**config.mk**
```make
export PLATFORM = sky130hd
export DESIGN_NAME = branch_control_unit
export DESIGN_NICKNAME = d
export VERILOG_FILES = /design/src/rtl/branch_pkg.sv /design/src/rtl/branch_control_unit_cond_eval.sv /design/src/rtl/branch_control_unit.sv
export SDC_FILE = /design/constraint.sdc
export NUM_CORES = 1
export LEC_CHECK = 0
export CAP_MARGIN = 0
export CORE_MARGIN = 2
export CORE_UTILIZATION = 32
export DETAILED_ROUTE_END_ITERATION = 8
export PLACE_DENSITY = 0.76
export SETUP_SLACK_MARGIN = 0.4
export SYNTH_ARGS = -nofsm -noshare
export SYNTH_HDL_FRONTEND = slang
export SYNTH_SLANG_ARGS = --single-unit
```
**constraint.sdc**
```tcl
create_clock -name clock -period 2.4 [get_ports clock]
set_clock_uncertainty 0.15 [all_clocks]
set_input_delay 0.6 -clock clock [delete_from_list [all_inputs] [get_ports clock]]
set_output_delay 0.6 -clock clock [all_outputs]
set_load 0.005 [all_outputs]
```
**src/rtl/branch_pkg.sv**
```systemverilog
// Shared encodings for the LegV8 branch control unit: opcodes, PC select,
// bus enable, function select, sequencer states and condition codes.
package branch_pkg;
  localparam logic [5:0]  OP_B     = 6'b000101;
  localparam logic [5:0]  OP_BL    = 6'b100101;
  localparam logic [10:0] OP_BR    = 11'b11010110000;
  localparam logic [7:0]  OP_BCOND = 8'b01010100;
  localparam logic [7:0]  OP_CBZ   = 8'b10110100;
  localparam logic [7:0]  OP_CBNZ  = 8'b10110101;

  localparam logic [1:0] PS_HOLD = 2'b00;
  localparam logic [1:0] PS_INC  = 2'b01;
  localparam logic [1:0] PS_REG  = 2'b10;
  localparam logic [1:0] PS_REL  = 2'b11;

  localparam logic [1:0] EN_ALU  = 2'b00;
  localparam logic [1:0] EN_RAM  = 2'b01;
  localparam logic [1:0] EN_PC4  = 2'b10;
  localparam logic [1:0] EN_NONE = 2'b11;

  localparam logic [4:0] FS_PASS_A = 5'b00000;
  localparam logic [4:0] FS_PASS_B = 5'b00100;

  typedef enum logic {S_DECODE = 1'b0, S_CB2 = 1'b1} state_t;

  localparam logic [3:0] C_EQ = 4'h0, C_NE = 4'h1, C_HS = 4'h2, C_LO = 4'h3;
  localparam logic [3:0] C_MI = 4'h4, C_PL = 4'h5, C_VS = 4'h6, C_VC = 4'h7;
  localparam logic [3:0] C_HI = 4'h8, C_LS = 4'h9, C_GE = 4'hA, C_LT = 4'hB;
  localparam logic [3:0] C_GT = 4'hC, C_LE = 4'hD, C_AL = 4'hE, C_NV = 4'hF;
endpackage

```
**src/rtl/branch_control_unit_cond_eval.sv**
```systemverilog
// B.cond evaluator: condition code against {V,C,N,Z} status.
module cond_eval
  import branch_pkg::*;
(
  input  logic [3:0] cond,
  input  logic [3:0] status,
  output logic       taken
);
  logic v, c, n, z;
  assign {v, c, n, z} = status;

  always_comb begin
    taken = 1'b1;
    case (cond)
      C_EQ: taken = z;
      C_NE: taken = !z;
      C_HS: taken = c;
      C_LO: taken = !c;
      C_MI: taken = n;
      C_PL: taken = !n;
      C_VS: taken = v;
      C_VC: taken = !v;
      C_HI: taken = c && !z;
      C_LS: taken = !(c && !z);
      C_GE: taken = (n == v);
      C_LT: taken = (n != v);
      C_GT: taken = !z && (n == v);
      C_LE: taken = !(!z && (n == v));
      default: taken = 1'b1;
    endcase
  end
endmodule

```
**src/rtl/branch_control_unit.sv**
```systemverilog
// Branch decoder/sequencer: one instruction per handshake, registered control
// word one cycle later; CBZ/CBNZ optionally take a second cycle for alu_zero.
module branch_control_unit
  import branch_pkg::*;
#(
  parameter int         DATA_WIDTH    = 64,
  parameter int         CW_WIDTH      = DATA_WIDTH + 30,
  parameter logic [4:0] LINK_REG      = 5'd30,
  parameter logic [4:0] ZERO_REG      = 5'd31,
  parameter bit         REG_ZERO_FLAG = 1'b1
) (
  input  logic                  clock,
  input  logic                  reset,
  input  logic                  instr_valid,
  input  logic [31:0]           instruction,
  input  logic [3:0]            status,
  input  logic                  alu_zero,
  output logic                  instr_ready,
  output logic                  cw_valid,
  output logic [CW_WIDTH-1:0]   CW,
  output logic [4:0]            DA,
  output logic [4:0]            SA,
  output logic [4:0]            SB,
  output logic [4:0]            FS,
  output logic [1:0]            PS,
  output logic [1:0]            enable,
  output logic                  regWrite,
  output logic                  memWrite,
  output logic                  PC_sel,
  output logic                  B_sel,
  output logic                  status_load,
  output logic [DATA_WIDTH-1:0] k,
  output logic                  state,
  output logic                  branch_taken,
  output logic                  illegal
);
  state_t fsm_q, n_fsm;
  logic   cbnz_q, n_cbnz;
  logic   cond_taken;

  logic [4:0]            n_da, n_sa, n_sb, n_fs;
  logic [1:0]            n_ps, n_en;
  logic                  n_rw, n_pcsel, n_bsel, n_state, n_valid, n_illegal;
  logic [DATA_WIDTH-1:0] n_k, k26, k19;

  assign k26 = {{(DATA_WIDTH-26){instruction[25]}}, instruction[25:0]};
  assign k19 = {{(DATA_WIDTH-19){instruction[23]}}, instruction[23:5]};

  cond_eval u_cond (.cond(instruction[3:0]), .status(status), .taken(cond_taken));

  assign instr_ready = (fsm_q == S_DECODE);
  assign CW = {DA, SA, SB, FS, PS, enable, regWrite, memWrite, PC_sel, B_sel,
               status_load, k, state};

  always_comb begin
    n_da = ZERO_REG; n_sa = ZERO_REG; n_sb = ZERO_REG; n_fs = 5'd0;
    n_ps = PS_HOLD;  n_en = EN_ALU;   n_rw = 1'b0;     n_pcsel = 1'b0;
    n_bsel = 1'b0;   n_k = '0;        n_state = 1'b0;  n_valid = 1'b0;
    n_illegal = 1'b0; n_fsm = fsm_q;  n_cbnz = cbnz_q;
    if (fsm_q == S_CB2) begin
      // Second CB cycle: operands stay on the bus, alu_zero now resolves PS.
      n_da = DA; n_sa = SA; n_sb = SB; n_fs = FS; n_en = enable;
      n_rw = regWrite; n_pcsel = PC_sel; n_bsel = B_sel; n_k = k;
      n_ps = (alu_zero ^ cbnz_q) ? PS_REL : PS_INC;
      n_state = 1'b1; n_valid = 1'b1; n_fsm = S_DECODE;
    end else if (instr_valid) begin
      n_valid = 1'b1;
      if (instruction[31:26] == OP_B || instruction[31:26] == OP_BL) begin
        n_k = k26; n_ps = PS_REL; n_en = EN_NONE; n_pcsel = 1'b1;
        if (instruction[31]) begin
          n_rw = 1'b1; n_da = LINK_REG; n_en = EN_PC4;
        end
      end else if (instruction[31:21] == OP_BR) begin
        n_sa = instruction[9:5]; n_fs = FS_PASS_A; n_en = EN_ALU;
        n_ps = PS_REG; n_pcsel = 1'b1;
      end else if (instruction[31:24] == OP_BCOND) begin
        n_k = k19; n_en = EN_NONE; n_ps = cond_taken ? PS_REL : PS_INC;
      end else if (instruction[31:24] == OP_CBZ || instruction[31:24] == OP_CBNZ) begin
        n_k = k19; n_sb = instruction[4:0]; n_fs = FS_PASS_B; n_en = EN_NONE;
        n_cbnz = instruction[24];
        if (REG_ZERO_FLAG) begin
          n_ps = PS_HOLD; n_fsm = S_CB2;
        end else begin
          n_ps = (alu_zero ^ instruction[24]) ? PS_REL : PS_INC;
        end
      end else begin
        n_ps = PS_INC; n_illegal = 1'b1;
      end
    end
  end

  always_ff @(posedge clock) begin
    if (reset) begin
      DA <= ZERO_REG; SA <= ZERO_REG; SB <= ZERO_REG; FS <= 5'd0;
      PS <= PS_HOLD; enable <= EN_ALU; regWrite <= 1'b0; memWrite <= 1'b0;
      PC_sel <= 1'b0; B_sel <= 1'b0; status_load <= 1'b0; k <= '0;
      state <= 1'b0; cw_valid <= 1'b0; branch_taken <= 1'b0; illegal <= 1'b0;
      fsm_q <= S_DECODE; cbnz_q <= 1'b0;
    end else begin
      DA <= n_da; SA <= n_sa; SB <= n_sb; FS <= n_fs;
      PS <= n_ps; enable <= n_en; regWrite <= n_rw; memWrite <= 1'b0;
      PC_sel <= n_pcsel; B_sel <= n_bsel; status_load <= 1'b0; k <= n_k;
      state <= n_state; cw_valid <= n_valid; branch_taken <= n_ps[1];
      illegal <= n_illegal; fsm_q <= n_fsm; cbnz_q <= n_cbnz;
    end
  end
endmodule
```
==> results by group <==
Synthesis
  – Area contributors post-synth: buf_4, dfxtp_1, mux2i_1, nand2_1, o21ai_1
  – Mapped Cells: 377
  – Area leader, netlist: buf_4
  – Sequential area share after synthesis: 30.4%
  – Top cell type's share of synthesized area: 33.5%
  – Yosys warning total: 0
  – Syn Area/Cell: 8.55 um2
  – Synth cell types: 47
  – #FFs+latches synth: 49
  – Ys async rst share: 0%
  – Top FF cell, synth: dfxtp_1
  – Most numerous cell in the Yosys netlist: buf_4
  – Post-synth top cells: buf_4, dfxtp_1, nand2_1, nor2_1, o21ai_1
  – Post-synth EDFFs: 0
  – Post-Syn Area: 3220 um2

Critical path
  – Critical path class: reg2out
  – CP Data Arrival Time: 1430 ps
  – Startpoint Class: flop
  – Register-to-Register Path Depth: 6
  – CP Capture Type: output pin
  – WP data required: 1650 ps
  – RR Startpoint: fsm_q$_SDFF_PP0_
  – R2r setup slk: 670 ps
  – CP max FO: 30
  – FF-to-FF End: k[11]$_SDFFE_PP0N_

STA
  – Final setup fails: 0
  – Final Critical Period: 2180 ps
  – Final Max Slew Viols: 0
  – Fin. Hold Viols: 0
  – RSZ-0062 raised after global routing: true
  – Max frequency: 459 MHz
  – Final Cycle Share: 90.9%

Global route
  – Number of global-route vias before repair: 2,557
  – Gr ovfl total: 0
  – Initial antenna violation count: 1
  – First-pass GRT wire length: 13,600 um
  – Total global-route track usage: 15.4%
  – Pin count of the biggest net entering global routing: 31

Final layout
  – Fin util: 50.2%
  – Inserted Diodes: 0
  – Final cell count without fillers: 619
  – Layout area overhead: 52.4%
  – Share of layout cells above drive strength 1: 16.7%
  – Final-stage net count: 525

Detailed routing
  – Post-route DRC: 0
  – Drt pass-1 iters: 4
  – WL/cell: 14.4 um
  – ANT nets after route: 0
  – Initial DRC count: 97
  – WL final: 8910 um
  – Vias: 2,691
  – Via/cell ratio: 4.35

CTS
  – Num CTS Buffers: 5
  – Root Buffer: clkbuf_8
  – CTS HTree Levels: 2
  – CTS clk-pin slew, worst paths: 90 ps
  – Clock Sinks: 49
  – Longest Clk Path Bufs: 2
  – Latest clock arrival within the worst-skew pair: 300 ps
  – TritonCTS clock tree: done
  – CTS Hold Bufs: 0

Power
  – P_sw: 378 uW
  – Clock share of power: 39.5%
  – Logic pwr share: 13.4%
  – Internal power: 1.37 mW
  – Lkg Pwr: 2.01 nW
  – Switching Fraction: 21.7%
  – Maximum vdd drop: 0.000239 V
  – Sequential power share: 47.0%
  – Tot Pwr: 1.74 mW
  – Pwr Density: 355 nW/um2

Status
  – Status: complete, no violations

Floorplan
  – Core area: 9770 um2
  – Starting density of the core: 33.0%
  – Die extent in y: 104 um
  – Row cnt: 36
  – Die width: 104 um
  – I/O pin count: 232
  – Die area: 10,900 um2

Placed design
  – Dpl cells: 609
  – Placer Congestion: 0.867
  – Hpwl dp: 7060 um
  – Port Buffers: 209

Hold path
  – Hold endpoint: FS[2]$_SDFFE_PP0N_
  – Hold Path Origin: FS[2]$_SDFFE_PP0N_
  – Hold path depth: 2
  – Hold crit path type: reg2reg

Run
  – Max Cap Viol: 0
[layout make-up]
cell class,count,area (um2)
Multi-Input combinational cell,189,1200
Clock inverter,3,65.1
Sequential cell,49,1020
Fill cell,912,4860
Inverter,3,11.3
Clock buffer,5,68.8
Tap cell,133,166
Timing Repair Buffer,237,2390
[flip-flops by register name, summed over array words and instances, names as in the netlist]
name / cells
DA: 1
FS: 1
PC_sel: 1
PS: 2
SA: 5
SB: 5
cbnz_q: 1
cw_valid: 1
enable: 2
fsm_q: 1
illegal: 1
k: 26
regWrite: 1
state: 1
[metrics by stage]
stage / TNS [ps] / worst slack, ps / hold slack (ps) / cell area, um2
after floorplan: 0 / 437 / 302 / 3300
after global placement: -1.13 / -1.13 / 303 / 4610
after detailed placement: -987 / -78.7 / 308 / 4610
after CTS: 0 / 189 / 324 / 4840
after global routing: 0 / 157 / 340 / 4910
final: 0 / 220 / 313 / 4910
[cell usage in the layout, fill, tap and decap left out, types with 6 or more instances in the layout]
cell type,n
o21ai_0,8
o21ai_1,19
o22a_1,10
mux2i_1,14
dlymetal6s2s_1,8
buf_4,23
a22oi_1,7
clkdlybuf4s50_1,196
conb_1,22
dfxtp_1,25
nand2b_1,6
dfxtp_2,22
nor2_1,19
nand2_1,37
[routing by layer]
metal	GRT usage [%]	share of wire, %
met1	17.6	40
met3	4.70	9.0
met2	27.7	50
met5	0	0.15
met4	4.15	0.95
[logic make-up after synthesis]
kind of cell	count (synthesis)	synth area share, %
AO/OA/AOI/OAI	62	12.7
XOR/XNOR	4	1.09
buffers and inverters	159	36.5
flip-flops	49	30.4
multiplexers	15	4.66
other	2	0.233
AND/OR/NAND/NOR	86	14.4
[what timing repair did]
item	4_1_cts	5_1_grt
buffers inserted	1	0
resized for setup	31	31
pin swaps	6	2
endpoints found under the setup margin	131	122
cloned	1	0
[how the worst max path moves through the flow]
stage | from | end | slack (ps) | cells after the start
2_1_floorplan | k[62]$_SDFFE_PP0N_ | CW[27] | 440 | 1
3_3_place_gp | instr_valid | SA[1]$_SDFFE_PP1N_ | -1 | 5
3_5_place_dp | instruction[24] | k[1]$_SDFFE_PP0N_ | -80 | 6
4_1_cts | k[62]$_SDFFE_PP0N_ | CW[56] | 190 | 2
5_1_grt | k[62]$_SDFFE_PP0N_ | CW[56] | 160 | 2
6_report | k[62]$_SDFFE_PP0N_ | CW[56] | 220 | 2
[power groups by stage]
| stage | sequential [mW] | clock, mW | combinational, mW |
|---|---|---|---|
| after floorplan | 0.842 | 0 | 0.119 |
| after global placement | 0.841 | 0 | 0.223 |
| after detailed placement | 0.841 | 0 | 0.228 |
| after CTS | 0.820 | 0.712 | 0.231 |
| after global routing | 0.821 | 0.743 | 0.251 |
| final | 0.820 | 0.689 | 0.234 |
[critical path, stage by stage (launching register included)]
cell and delay (ps):
dfxtp_4 420, buf_12 180, clkdlybuf4s50_1 530
No activity file was read; power rests on OpenSTA's default activity.
